<file path="src/rtl/biu_arbiter.sv">
// Read-port arbiter sharing one memory read channel between the BIUs.
// BIU_ARB_FIXED_PRIO_EN selects fixed lowest-index priority over round-robin.
module biu_arbiter #(
  parameter int NUM_REQ  = 2,
  parameter int ADDR_W   = 32,
  parameter int DATA_W   = 32,
  parameter int MAX_OUTS = 8
) (
  input  logic                      clk,
  input  logic                      rst_n,
  input  logic [NUM_REQ-1:0]        biu_req,
  input  logic [NUM_REQ-1:0]        biu_vld,
  input  logic [NUM_REQ*ADDR_W-1:0] biu_addr,
  output logic [NUM_REQ-1:0]        biu_rdy,
  output logic [DATA_W-1:0]         biu_rsp_data,
  output logic [NUM_REQ-1:0]        biu_rsp_vld,
  input  logic [NUM_REQ-1:0]        biu_rsp_rdy,
  output logic [ADDR_W-1:0]         mem_addr,
  output logic                      mem_vld,
  input  logic                      mem_rdy,
  input  logic [DATA_W-1:0]         mem_rsp_data,
  input  logic                      mem_rsp_vld,
  output logic                      mem_rsp_rdy,
  output logic [NUM_REQ-1:0]        grant,
  output logic                      busy,
  output logic                      rsp_err
);

  localparam int IW = (NUM_REQ > 1) ? $clog2(NUM_REQ) : 1;
  localparam int OW = $clog2(MAX_OUTS) + 1;
  localparam logic [OW-1:0] OUTS_MAX = OW'(MAX_OUTS);
  localparam logic [OW-1:0] OUTS_ONE = OW'(1);

  typedef enum logic [1:0] {
    IDLE  = 2'd0,
    GRANT = 2'd1,
    DRAIN = 2'd2
  } state_t;

  state_t             state;
  state_t             state_nxt;
  logic [NUM_REQ-1:0] grant_nxt;
  logic [IW-1:0]      own;
  logic [IW-1:0]      own_nxt;
  logic [OW-1:0]      outs;
  logic [IW-1:0]      win;
  logic               own_req;
  logic               own_vld;
  logic               own_rrdy;
  logic [ADDR_W-1:0]  own_addr;
  logic               full;
  logic               req_hs;
  logic               rsp_hs;

`ifndef BIU_ARB_FIXED_PRIO_EN
  logic [IW-1:0]      rr_ptr;
  logic [IW-1:0]      rr_nxt;
  logic               found;
  int                 rr_j;
`endif

  assign full   = (outs == OUTS_MAX);
  assign req_hs = mem_vld & mem_rdy;
  assign rsp_hs = mem_rsp_vld & mem_rsp_rdy & (outs != '0);
  assign busy   = (state != IDLE);

  // Pick the next owner among the requesters.
  always_comb begin
    win = '0;
`ifdef BIU_ARB_FIXED_PRIO_EN
    for (int i = NUM_REQ - 1; i >= 0; i--) begin
      if (biu_req[i]) win = IW'(i);
    end
`else
    found = 1'b0;
    rr_j  = 0;
    for (int k = 0; k < NUM_REQ; k++) begin
      rr_j = int'(rr_ptr) + k;
      if (rr_j >= NUM_REQ) rr_j = rr_j - NUM_REQ;
      if (!found && biu_req[rr_j]) begin
        win   = IW'(rr_j);
        found = 1'b1;
      end
    end
`endif
  end

  // Select the current owner's channel signals.
  always_comb begin
    own_req  = biu_req[own];
    own_vld  = biu_vld[own];
    own_rrdy = biu_rsp_rdy[own];
    own_addr = biu_addr[int'(own)*ADDR_W +: ADDR_W];
  end

  // Forward owner requests and route responses; all quiet in reset.
  always_comb begin
    mem_vld      = 1'b0;
    mem_addr     = '0;
    biu_rdy      = '0;
    biu_rsp_vld  = '0;
    biu_rsp_data = '0;
    mem_rsp_rdy  = 1'b0;
    if (rst_n) begin
      biu_rsp_data = mem_rsp_data;
      if (state == GRANT) begin
        mem_addr     = own_addr;
        mem_vld      = own_vld & own_req & ~full;
        biu_rdy[own] = mem_rdy & own_req & ~full;
      end
      if (outs == '0) begin
        mem_rsp_rdy = 1'b1;
      end else begin
        biu_rsp_vld[own] = mem_rsp_vld;
        mem_rsp_rdy      = own_rrdy;
      end
    end
  end

  // Next-state logic for ownership.
  always_comb begin
    state_nxt = state;
    grant_nxt = grant;
    own_nxt   = own;
`ifndef BIU_ARB_FIXED_PRIO_EN
    rr_nxt    = rr_ptr;
`endif
    unique case (state)
      IDLE: begin
        if (|biu_req) begin
          state_nxt = GRANT;
          own_nxt   = win;
          for (int i = 0; i < NUM_REQ; i++) begin
            grant_nxt[i] = (win == IW'(i));
          end
        end
      end
      GRANT: begin
        if (!own_req) state_nxt = DRAIN;
      end
      DRAIN: begin
        if (outs == '0 || (outs == OUTS_ONE && rsp_hs)) begin
          state_nxt = IDLE;
          grant_nxt = '0;
`ifndef BIU_ARB_FIXED_PRIO_EN
          if (int'(own) == NUM_REQ - 1) rr_nxt = '0;
          else rr_nxt = own + IW'(1);
`endif
        end
      end
      default: begin
        state_nxt = IDLE;
        grant_nxt = '0;
      end
    endcase
  end

  // State, ownership, outstanding count and error flag registers.
  always_ff @(posedge clk or negedge rst_n) begin
    if (!rst_n) begin
      state   <= IDLE;
      grant   <= '0;
      own     <= '0;
      outs    <= '0;
      rsp_err <= 1'b0;
`ifndef BIU_ARB_FIXED_PRIO_EN
      rr_ptr  <= '0;
`endif
    end else begin
      state <= state_nxt;
      grant <= grant_nxt;
      own   <= own_nxt;
`ifndef BIU_ARB_FIXED_PRIO_EN
      rr_ptr <= rr_nxt;
`endif
      if (req_hs && !rsp_hs) outs <= outs + OUTS_ONE;
      else if (rsp_hs && !req_hs) outs <= outs - OUTS_ONE;
      if (mem_rsp_vld && outs == '0) rsp_err <= 1'b1;
    end
  end

endmodule
</file>
<file path="config.mk">
export PLATFORM = sky130hd
export DESIGN_NAME = biu_arbiter
export DESIGN_NICKNAME = d
export VERILOG_FILES = /design/src/rtl/biu_arbiter.sv
export SDC_FILE = /design/constraint.sdc
export NUM_CORES = 1
export LEC_CHECK = 0
export ABC_AREA = 1
export BUFFER_PORTS_ARGS = -buffer_cell sky130_fd_sc_hd__buf_2
export CAP_MARGIN = 25
export CELL_PAD_IN_SITES_DETAIL_PLACEMENT = 1
export CELL_PAD_IN_SITES_GLOBAL_PLACEMENT = 1
export CORE_ASPECT_RATIO = 1.4
export CORE_MARGIN = 10
export CORE_UTILIZATION = 17
export DETAILED_ROUTE_END_ITERATION = 10
export PLACE_DENSITY_LB_ADDON = 0.1
export SYNTH_ARGS = -nofsm -noshare
export SYNTH_HDL_FRONTEND = slang
export SYNTH_SLANG_ARGS = --single-unit
</file>
<file path="constraint.sdc">
create_clock -name clk -period 2 [get_ports clk]
set_input_delay 0 -clock clk [delete_from_list [all_inputs] [get_ports clk]]
set_output_delay 0 -clock clk [all_outputs]
set_load 0.05 [all_outputs]
</file>
# After elaboration in Yosys (flattened, before gate mapping)
# Cells that the tools add are included.
[word_totals]
reg_bits = 11
inputBits = 106
output_inout_bits = 74
[op_classes]
addsub = 6
n_lt_le_gt_ge = 6
eq_ne = 7
n_shift = 1
n_mux = 39
bitwise = 12
reduce_logical = 20
[op_table]
columns = ["op", "count"]
rows = [
  ["32-bit 2-to-1 mux", 5],
  ["32-bit by 3-bit less-than comparator with 1-bit output (second input constant)", 2],
  ["64-bit by 7-bit variable part select with 32-bit output", 1],
  ["1-bit 2-to-1 mux", 21],
  ["2-bit 2-to-1 mux", 8],
  ["2-bit one-hot mux with 3 select lines", 2],
  ["4-bit 2-to-1 mux", 2],
  ["1-bit AND", 7],
  ["1-bit logical AND", 6],
  ["2-bit inequality test (second input constant)", 3],
  ["3-bit AND reduction", 2],
  ["4-bit by 1-bit adder with 4-bit output (second input constant)", 1],
  ["2-bit AND", 2],
  ["4-bit by 1-bit == test with 1-bit output (second input constant)", 1],
  ["4-bit == test (second input constant)", 1],
  ["4-bit zero test", 1],
  ["2-bit AND reduction", 2],
  ["2-bit nonzero test", 2],
  ["4-bit nonzero test", 1],
  ["4-bit by 1-bit subtractor with 4-bit output (second input constant)", 1],
  ["1-bit zero test", 3],
  ["1-bit inverter", 3],
  ["1-bit by 2-bit subtractor with 3-bit output (second input constant)", 1],
  ["2-bit by 2-bit subtractor with 3-bit output (second input constant)", 1],
  ["12 further kinds", 12],
]

# Depth between registers and ports, before layout
[depth]
word_depth = 12
depth_mapped = 12

# Worst setup path after synthesis
# No wires, ideal clock.
[synth_timing]
kind = "reg-to-reg"
start = "register outs[0]"
end = "register outs[2]"
arrival_ps = 1775
t_required_ps = 1882
setup_slack_ps = 106
stages_incl_launch_ff = 11
path_buffers = 0
period_less_slack_ps = 1894
path_cell_list = "dfrtp_1 > inv_1 > ha_1 > nand3_1 > o2111ai_1 > nor3b_2 > ha_1 > inv_1 > o21ai_0 > xor2_1 > inv_1"
[synth_between]
elab_chain_cells = 9
elab_cells_between_ends = 21
cone_classes = "add/sub: 2; eq/ne: 1; mux: 6; bitwise: 5; reduce/logical: 7"
[synth_lines]
columns = ["element", "line", "source"]
rows = [
  ["start: declaration", "45", "logic [OW-1:0] outs;"],
  ["start signal: assignment", "176", "if (req_hs && !rsp_hs) outs <= outs + OUTS_ONE;"],
  ["start signal: assignment", "177", "else if (rsp_hs && !req_hs) outs <= outs - OUTS_ONE;"],
  ["4-bit == test", "62", "assign full = (outs == OUTS_MAX);"],
  ["1-bit inverter", "108", "mem_vld = own_vld & own_req & ~full;"],
  ["1-bit AND", "108", ""],
  ["1-bit 2-to-1 mux", "106", "if (state == GRANT) begin"],
  ["1-bit 2-to-1 mux", "104", "if (rst_n) begin"],
  ["1-bit AND", "63", "assign req_hs = mem_vld & mem_rdy;"],
  ["1-bit zero test", "177", ""],
  ["1-bit logical AND", "177", ""],
  ["2-bit nonzero test (no line)", "--", ""],
]
# Parallel ways exist; a longest one is shown, timed or not. The select of a mux whose other input is x is not followed.
# A chain may end at the register's enable or synchronous reset.

# Worst setup path in the final report
[layout_timing]
start = "register outs[0]"
end = "register outs[3]"
# The elaborated chain is that of the path after synthesis.

==> flow_summary.json <==
{
  "outcome": "complete, no violations",
  "skew_ns": 0.00293,
  "dp_slack_ns": -0.0317,
  "final_max_slew_viol_count": 0,
  "first_pass_iters": 4,
  "place_area_um2": 2460,
  "crit_arrival_ns": 1.99,
  "cts_buffer_depth": 2,
  "die_w_um": 98.3,
  "post-route-worst-setup-slack_ns": 0.139,
  "critical-path-top-delay-family": "adder cells",
  "design.die.area_um2": 12700,
  "r2r_slack_ns": 0.14,
  "n_antenna_cell": 0,
  "muxShareOfSynthArea": 0.00686,
  "crit_required_ns": 2.13,
  "grt_pass1_vias": 2474,
  "r2r-end": "outs[3]",
  "ios": 180,
  "worst_pin_slew_ns": 0.381,
  "hold_class": "in2reg",
  "min_period_ns": 1.86,
  "gp_congestion": 0.744,
  "ys_seq_area_frac": 0.189,
  "p_leak_nw": 1.77,
  "multi_input_area_um2": 967,
  "clock_latency_ns": 0.24,
  "cp_max_fo": 4,
  "timing.slew.headroom": 0.744,
  "fin_util": 0.318,
  "drtIter0Drc": 55,
  "rows": 39,
  "syn_area_um2": 1460,
  "core_um2": 8250,
  "cts_tree": "yes",
  "hold_start": "mem_rsp_vld",
  "final_area_um2": 2620,
  "hpwl_mm": 7.29,
  "grt_pass1_wl_mm": 12.8,
  "path_clk_slew_ns": 0.04,
  "end_kind": "flop",
  "clkSinkCount": 11,
  "ant_nets": 0,
  "finalPower_w": 0.00304,
  "post_drt_wl_per_cell_um": 15.3,
  "synth-xor-area-share": 0.0240,
  "setup_viol": 0,
  "start_kind": "flop",
  "synthToLayoutAreaGrowth_pct": 79.8,
  "drv_cap": 0,
  "synth_cells": 271,
  "crit_type": "reg2reg",
  "whs_path_depth": 2,
  "ys_types": 30,
  "crit_cells": 10,
  "crit_path_cell_trace": "inv_1 -> ha_4 -> nand3_4 -> o2111ai_4 -> nor3b_2 -> ha_2 -> a21oi_1 -> o21ai_1 -> xor2_1 -> inv_1",
  "cts-root-buf": "clkbuf_16",
  "max_freq_mhz": 537,
  "slowest_stage": "dfrtp_1",
  "critical_path_buf_inv_count": 2,
  "portBuffers": 179,
  "reg2regPathDepth": 10,
  "gr-total-overflow": 0,
  "hold_viol_final": 0,
  "via_per_inst": 4.23,
  "synth_fa_ha_area_frac": 0.0343,
  "dieHeight_um": 130,
  "cp_common_cell": "inv_1",
  "grt_start_max_net_pins": 37,
  "hold_end": "rsp_err",
  "track_usage": 0.120,
  "initial_core_util": 0.177,
  "post-route-period-util": 0.931,
  "yosysWarnings": 0,
  "placedCellCount": 545,
  "vias": 2340,
  "antenna_found_initial": 0,
  "drt_wl_total_mm": 8.49,
  "nNetsFinal": 562,
  "peakVddDrop_mv": 0.321,
  "drive_gt1_frac": 0.463,
  "synth_simple_gate_area_frac": 0.403,
  "instances_no_fill": 553,
  "fillCellCount": 1149,
  "drc": 0,
  "ys_seq_elements": 11,
  "slowest_delay_ns": 0.33,
  "cts_buffers": 3,
  "worstReg2RegStart": "outs[0]",
  "synth.avg_cell_area_um2": 5.38,
  "synth_top_family_by_area": "simple AND/OR/NAND/NOR gates",
  "power.density_nw_per_um2": 1160,
  "syn-num-nets": 381,
  "final-seq-area_um2": 275,
  "cts.htree.levels": 1,
  "synth_compound_area_frac": 0.160
}
[flip-flops by register name, summed over array words and instances, names as in the netlist]
register / flops
grant: 2
outs: 4
rsp_err: 1
rr_ptr: 1
state: 2
own: 1
[how the worst max path moves through the flow]
stage / startpoint / to / slack (ns)
2_1_floorplan: outs[0] / outs[2] / 0.11
3_3_place_gp: outs[0] / outs[2] / 0.06
3_5_place_dp: outs[0] / outs[2] / -0.03
4_1_cts: outs[0] / outs[2] / 0.02
5_1_grt: outs[1] / outs[2] / -0.01
6_report: outs[0] / outs[3] / 0.14
[cells by family (layout without fill, tap and decap cells)]
group	after synthesis	count (layout)
mux	1	1
xor+xnor	4	4
flops	11	11
fa+ha+maj	4	4
buf+inv	64	244
simple gates	143	143
compound gates	44	44
[cell usage after synthesis (all sizes together)]
cell type / n / area, um^2
inv: 48 / 180
buf: 12 / 71.3
mux2i: 1 / 10.0
nand2: 120 / 458
clkinv: 1 / 3.75
clkbuf: 3 / 11.3
nand3: 5 / 25.0
nor3b: 1 / 12.5
nor3: 3 / 25.0
nor2: 12 / 55.1
a21oi: 34 / 170
or2: 1 / 6.26
o2111ai: 1 / 8.76
ha: 4 / 50.1
nand4: 1 / 6.26
xor2: 3 / 26.3
o21a: 1 / 7.51
a31o: 1 / 8.76
dfrtp: 11 / 275
o21ai: 7 / 38.8
xnor2: 1 / 8.76
[timing repair]
action                     CTS  global route
hold endpoints to repair    11             0
pin swaps                    1             6
gates resized for setup      1             9
hold buffers                 2             0
setup endpoints to repair    2            20
buffers inserted             1             1
[layout make-up]
type | instances | share of cell area
clock buffers | 4 | 0.0300
well taps | 102 | 0.0486
flip-flops and latches | 11 | 0.105
repair buffers | 191 | 0.378
multi-input cells | 196 | 0.369
inverters | 49 | 0.0701
[through the flow]
step	hold slack (ns)	setup TNS [ns]
after global placement	-0.163	0
after detailed placement	-0.153	-0.0317
final	0.0236	0
after floorplan	-0.296	0
after global routing	0.0464	-0.0101
after CTS	0.0240	0
[worst reg2reg max path: cells and delay by family (launching register included)]
kind / cells / cell delay, ns
adders and majority gates: 2 / 0.51
AOI/OAI and AO/OA: 3 / 0.34
DFF: 1 / 0.33
and+or+nand+nor: 2 / 0.32
xor gates and xnor gates: 1 / 0.13
buffers and inverters: 2 / 0.12
[power breakdown]
group	internal, W	leakage [nW]	switching, W
clock network	0.000268	0.0382	0.0000984
logic	0.000618	1.60	0.00165
registers	0.000320	0.133	0.0000912
total	0.00120	1.77	0.00184
[cells in the final DEF, fill, tap and decap left out, types with 2 or more instances in the layout]
cell type / count
nor3_2: 2
clkbuf_16: 3
inv_1: 45
buf_2: 179
ha_1: 2
dfrtp_1: 11
buf_4: 10
o21ai_0: 3
a21oi_1: 34
o21ai_1: 3
inv_2: 3
xor2_1: 3
nor2_1: 10
nand2_2: 2
dlygate4sd3_1: 2
nand3_1: 4
nand2_1: 117
[per-layer routing]
| metal | global-route usage | share of wire |
|---|---|---|
| met5 | 0 | 0 |
| met4 | 0.0127 | 0.0018 |
| met3 | 0.0468 | 0.11 |
| met2 | 0.226 | 0.53 |
| met1 | 0.128 | 0.36 |
Note: power is estimated with default switching activity, not from simulation.
